## src/rtl/mmio_map_pkg.sv

```systemverilog
// Shared memory-map constants, initiator FSM states and log-entry layout for the lab I/O bus.
package mmio_map_pkg;

    typedef enum logic [2:0] {
        ST_IDLE    = 3'd0,
        ST_RD_REQ  = 3'd1,
        ST_RD_WAIT = 3'd2,
        ST_WR_LED  = 3'd3,
        ST_WR_LOG  = 3'd4
    } poll_state_e;

    localparam logic [31:0] DMEM_BASE_DEF = 32'h0000_0000;
    localparam logic [31:0] LED_BASE_DEF  = 32'h0000_0200;
    localparam logic [31:0] SW_BASE_DEF   = 32'h0000_0300;

    typedef struct packed {
        logic [15:0] count;
        logic [15:0] sw;
    } log_entry_t;

    function automatic logic [31:0] make_log_entry(input logic [15:0] count,
                                                   input logic [15:0] sw);
        log_entry_t e;
        e.count = count;
        e.sw    = sw;
        return e;
    endfunction

endpackage

```

## src/rtl/mmio_poll_initiator_poll_timer.sv

```systemverilog
// Free-running poll interval timer: one-cycle tick every POLL_CYCLES clocks while enabled.
module poll_timer #(
    parameter int unsigned POLL_CYCLES = 50_000
) (
    input  logic clk_i,
    input  logic rst_i,
    input  logic enable_i,
    output logic tick_o
);

    localparam int unsigned CW = (POLL_CYCLES > 2) ? $clog2(POLL_CYCLES) : 1;
    localparam logic [CW-1:0] LAST = CW'(POLL_CYCLES - 1);

    logic [CW-1:0] count_q, count_d;

    always_comb begin
        count_d = count_q;
        if (!enable_i) begin
            count_d = '0;
        end else if (count_q == LAST) begin
            count_d = '0;
        end else begin
            count_d = count_q + CW'(1);
        end
    end

    always_ff @(posedge clk_i) begin
        if (rst_i) begin
            count_q <= '0;
        end else begin
            count_q <= count_d;
        end
    end

    assign tick_o = enable_i && (count_q == LAST);

endmodule

```

## src/rtl/mmio_poll_initiator.sv

```systemverilog
// Switch-polling bus initiator: mirrors switch changes to the LED register and logs them to a DMEM ring.
// Optional macro POLL_DEBOUNCE_EN: commit a change only after two identical consecutive polls.
module mmio_poll_initiator
    import mmio_map_pkg::*;
#(
    parameter int unsigned POLL_CYCLES = 50_000,
    parameter logic [31:0] DMEM_BASE   = DMEM_BASE_DEF,
    parameter logic [31:0] LED_BASE    = LED_BASE_DEF,
    parameter logic [31:0] SW_BASE     = SW_BASE_DEF,
    parameter int unsigned LOG_DEPTH   = 16
) (
    input  logic                         clk,
    input  logic                         rst,
    input  logic                         enable,
    output logic [31:0]                  address,
    output logic                         readEnable,
    output logic                         writeEnable,
    output logic [31:0]                  writeData,
    input  logic [31:0]                  readData,
    output logic                         busy,
    output logic [15:0]                  change_count,
    output logic [$clog2(LOG_DEPTH)-1:0] log_ptr
);

    localparam int unsigned PW = $clog2(LOG_DEPTH);

    poll_state_e   state_q, state_d;
    logic [31:0]   address_q, address_d;
    logic          re_q, re_d;
    logic          we_q, we_d;
    logic [31:0]   wdata_q, wdata_d;
    logic          busy_q, busy_d;
    logic [15:0]   last_sw_q, last_sw_d;
    logic [15:0]   s_q, s_d;
    logic [15:0]   count_q, count_d;
    logic [PW-1:0] ptr_q, ptr_d;
    logic          tick;
    logic          commit;
    logic          unused_rd_hi;
`ifdef POLL_DEBOUNCE_EN
    logic [15:0]   cand_q, cand_d;
`endif

    poll_timer #(
        .POLL_CYCLES(POLL_CYCLES)
    ) u_timer (
        .clk_i    (clk),
        .rst_i    (rst),
        .enable_i (enable),
        .tick_o   (tick)
    );

    assign unused_rd_hi = ^readData[31:16];

    always_comb begin
        state_d   = state_q;
        s_d       = s_q;
        last_sw_d = last_sw_q;
        count_d   = count_q;
        ptr_d     = ptr_q;
        commit    = 1'b0;
`ifdef POLL_DEBOUNCE_EN
        cand_d    = cand_q;
`endif
        unique case (state_q)
            ST_IDLE:    if (tick && enable) state_d = ST_RD_REQ;
            ST_RD_REQ:  state_d = ST_RD_WAIT;
            ST_RD_WAIT: begin
                s_d = readData[15:0];
`ifdef POLL_DEBOUNCE_EN
                commit = (readData[15:0] == cand_q) && (readData[15:0] != last_sw_q);
                cand_d = readData[15:0];
`else
                commit = (readData[15:0] != last_sw_q);
`endif
                state_d = commit ? ST_WR_LED : ST_IDLE;
            end
            ST_WR_LED: begin
                last_sw_d = s_q;
                state_d   = ST_WR_LOG;
            end
            ST_WR_LOG: begin
                count_d = count_q + 16'd1;
                ptr_d   = ptr_q + PW'(1);
                state_d = ST_IDLE;
            end
            default:    state_d = ST_IDLE;
        endcase
    end

    // Bus outputs are decoded from the next state so they register in step with state_q.
    always_comb begin
        address_d = '0;
        re_d      = 1'b0;
        we_d      = 1'b0;
        wdata_d   = '0;
        unique case (state_d)
            ST_RD_REQ, ST_RD_WAIT: begin
                address_d = SW_BASE;
                re_d      = 1'b1;
            end
            ST_WR_LED: begin
                address_d = LED_BASE;
                we_d      = 1'b1;
                wdata_d   = {16'h0000, s_d};
            end
            ST_WR_LOG: begin
                address_d = DMEM_BASE + {{(30 - PW){1'b0}}, ptr_q, 2'b00};
                we_d      = 1'b1;
                wdata_d   = make_log_entry(count_q + 16'd1, s_q);
            end
            default: ;
        endcase
        busy_d = (state_d != ST_IDLE);
    end

    always_ff @(posedge clk) begin
        if (rst) begin
            state_q   <= ST_IDLE;
            address_q <= '0;
            re_q      <= 1'b0;
            we_q      <= 1'b0;
            wdata_q   <= '0;
            busy_q    <= 1'b0;
            last_sw_q <= '0;
            s_q       <= '0;
            count_q   <= '0;
            ptr_q     <= '0;
`ifdef POLL_DEBOUNCE_EN
            cand_q    <= '0;
`endif
        end else begin
            state_q   <= state_d;
            address_q <= address_d;
            re_q      <= re_d;
            we_q      <= we_d;
            wdata_q   <= wdata_d;
            busy_q    <= busy_d;
            last_sw_q <= last_sw_d;
            s_q       <= s_d;
            count_q   <= count_d;
            ptr_q     <= ptr_d;
`ifdef POLL_DEBOUNCE_EN
            cand_q    <= cand_d;
`endif
        end
    end

    assign address      = address_q;
    assign readEnable   = re_q;
    assign writeEnable  = we_q;
    assign writeData    = wdata_q;
    assign busy         = busy_q;
    assign change_count = count_q;
    assign log_ptr      = ptr_q;

endmodule

```

## config.mk

```make
export PLATFORM = sky130hd
export DESIGN_NAME = mmio_poll_initiator
export DESIGN_NICKNAME = d
export VERILOG_FILES = /design/src/rtl/mmio_map_pkg.sv /design/src/rtl/mmio_poll_initiator_poll_timer.sv /design/src/rtl/mmio_poll_initiator.sv
export SDC_FILE = /design/constraint.sdc
export NUM_CORES = 1
export LEC_CHECK = 0
export BUFFER_PORTS_ARGS = -buffer_cell sky130_fd_sc_hd__buf_4
export CORE_ASPECT_RATIO = 0.9
export CORE_MARGIN = 2
export CORE_UTILIZATION = 50
export CTS_CLUSTER_DIAMETER = 120
export DETAILED_ROUTE_END_ITERATION = 8
export PLACE_DENSITY = 0.76
export SLEW_MARGIN = 20
export SYNTH_ARGS = -nofsm -noshare
export SYNTH_HDL_FRONTEND = slang
export SYNTH_HIERARCHICAL = 1
export SYNTH_SLANG_ARGS = --single-unit
```

## constraint.sdc

```tcl
create_clock -name clk -period 2.3 [get_ports clk]
set_input_delay 0.575 -clock clk [delete_from_list [all_inputs] [get_ports clk]]
set_output_delay 0.575 -clock clk [all_outputs]
set_load 0.005 [all_outputs]
```

==> qor.csv <==
metric,value,unit
htree depth,3,
Hold Crit Endpoint,last_sw_q[10]$_SDFFE_PP0N_,
Syn-to-layout area delta,16.6,%
Slew @ Worst Pin,675,ps
final instance area,5500,sq um
RSZ-0062 raised after global routing,no,
placed cell area,5310,sq um
number of global-route vias before repair,3561,
routed len/inst,13.3,um
FF-to-FF Start,u_timer/count_q[11]$_SDFF_PP0_,
Post-Syn Area,4720,sq um
largest net degree at the start of global routing,46,
GRT met2 Usage,32.6,%
"CTS clk-pin slew, worst paths",120,ps
Die W,106,um
Fill cells,798,
Post-synth EDFFs,0,
crit start category,flop,
insertion delay to the later sink of the worst-skew pair,360,ps
unique cell type count in the Yosys netlist,43,
Final period util,92.4,%
CTS tree,done,
CTS Buffer Depth,2,
Tot Pwr,0.00315,W
setup total negative slack,0,ps
Nets,658,
"Avg Cell Area, Syn",8.57,sq um
VDD IR max,0.409,mV
drc violations,0,
Inserted Clock Buffers,9,
Yosys top cell area share,47.5,%
Setup Buffers After CTS,0,
"Slew Viols, Final",0,
fin crit period,2120,ps
yosys warns,6,
maxcap violations,0,
busiest grt layer,met2,
Post-synth top flop,dfxtp_1,
top post-synthesis cells by count,"dfxtp_1 (112), nand2_1 (99), a21oi_1 (45)",
"count leader, synth",dfxtp_1,
Critical Path RT,2490,ps
Yosys top cell by area,dfxtp_1,
synth top area cells,"dfxtp_1 (48%), nand2_1 (7.9%), xnor2_1 (6.9%), a21oi_1 (4.8%), buf_4 (4.6%)",
hold wc startpoint,last_sw_q[10]$_SDFFE_PP0N_,
Via-to-Cell Ratio,5.19,
power per cell area,572,nW/um^2
register area share after synthesis,47.5,%
Worst EP arrival,2320,ps
setup violators final,0,
IO Pins,122,
"critical path fanouts, max",6,
Worst Setup Path Type,flop to flop,
initial antenna violation count,0,
Total GRT Usage,19.4,%
n_diodes,0,
f_max,471,MHz
r2r setup slk,180,ps
share of layout cells above drive strength 1,18.9,%
Final Non-Filler Cells,747,
Hold Path Class,flop to flop,
first-pass detailed-route iteration total,5,
CP Capture Type,flop,
Die Ht,96.2,um
Port Buffer Count,79,
Vias,3879,
final WL,9940,um
Placed Instances,731,
Rel. slew slack,55.0,%
status,"complete, no violations",
DR iter-0 viols,178,
Die ar.,10200,sq um
Cell Rows,33,
antenna-violating nets left,0,
starting density of the core,51.7,%
CTS sink count,112,
Clock Tree Root,clkbuf_8,
hold path depth,2,
#FFs+latches synth,112,
core area,9130,sq um
Mapped Cells,551,
reg2reg end,readEnable$_SDFF_PP0_,
Detailed Place HPWL,6830,um
"FFs w/ async S/R, synth",0,%
global routing usage on met1,24.6,%
first-pass GRT wire length,16000,um
Fin. Hold Viols,0,
reg2reg path depth,5,
Placer Congestion,0.821,
GR Overflow Total,0,
GRT met3 Usage,2.78,%
LEAKAGE,2.00,nW
final clock skew,20.5,ps
-- cells in the final DEF, fill, tap and decap left out, types with 2 or more instances in the layout --
cell type,n
a21oi_1,45
and2_1,7
and3_1,5
and4_1,2
buf_4,93
clkbuf_8,10
conb_1,26
dfxtp_1,112
ha_1,3
inv_1,8
inv_6,2
nand2_1,99
nand3_1,15
nand3b_1,2
nand4_1,14
nor2_1,41
nor3_1,4
nor4_1,6
nor4_2,4
o21ai_0,20
o21ai_1,5
o31ai_1,4
or3_1,21
or3b_1,2
or4_1,6
xnor2_1,37
xor2_1,13
-- kinds of logic (layout without fill, tap and decap cells) --
kind of cell,count (synthesis),in the layout,synth area share [%]
AND/OR/NAND/NOR,237,237,25.0
flip-flops,112,112,47.5
AO/OA/AOI/OAI,80,80,9.04
buffers and inverters,68,117,8.32
XOR/XNOR,50,50,9.28
adder cells (fa/ha/maj),3,3,0.795
other,1,26,0.0795
-- power breakdown --
part	internal, W	switching (W)
combinational	0.0000347	0.0000547
clock	0.000441	0.000675
sequential	0.00194	0.00000146
-- state kept, by name, summed over array words and instances, names as in the netlist --
register	cells
change_count	16
writeData	32
last_sw_q	16
state_q	3
u_timer/count_q	16
busy	1
writeEnable	1
s_q	16
address	6
log_ptr	4
readEnable	1
-- per-layer routing --
metal | up-vias | part of all wire, % | routed length (um)
li1 | 1935 | - | -
met5 | - | 0 | 0
met3 | 16 | 5.4 | 534
met1 | 1795 | 47 | 4620
met2 | 133 | 46 | 4600
met4 | 0 | 1.8 | 176
-- worst max-delay path: stages, from the launching register on --
cell and delay (ps):
dfxtp_1 380, or4_1 550, nor4_2 240, and2_1 180, nand2_1 100, a2111oi_0 520
-- what timing repair did --
| action | CTS | global route |
|---|---|---|
| setup endpoints to repair | 1 | 1 |
| gates resized for setup | 1 | 1 |
| hold buffers | 0 | 0 |
| pin swaps | 0 | 0 |
-- layout make-up --
type | count | area, sq um | area share, %
tap | 122 | 153 | 2.77
clock buffer | 10 | 138 | 2.50
timing repair buffer | 93 | 698 | 12.7
inverter | 8 | 30.0 | 0.546
multi-input combinational | 396 | 2190 | 39.8
clock inverter | 6 | 50.0 | 0.910
sequential | 112 | 2240 | 40.8
-- worst max path at each step --
stage	endpoint	start	slack [ps]
global placement	address[9]$_SDFF_PP0_	u_timer/count_q[11]$_SDFF_PP0_	200
global route	address[9]$_SDFF_PP0_	u_timer/count_q[11]$_SDFF_PP0_	30
floorplan	address[9]$_SDFF_PP0_	u_timer/count_q[11]$_SDFF_PP0_	340
detailed placement	address[9]$_SDFF_PP0_	u_timer/count_q[11]$_SDFF_PP0_	60
CTS	address[9]$_SDFF_PP0_	u_timer/count_q[11]$_SDFF_PP0_	70
finish	readEnable$_SDFF_PP0_	u_timer/count_q[11]$_SDFF_PP0_	180
-- through the flow --
stage	utilization (%)	hold WS (ps)	worst slack, ps
6_report	60.3	476	176
5_1_grt	60.3	478	33.8
4_1_cts	60.2	469	65.5
3_5_place_dp	58.2	460	56.4
3_3_place_gp	58.2	444	199
2_1_floorplan	-	430	341
(Power assumes the default switching activity.)
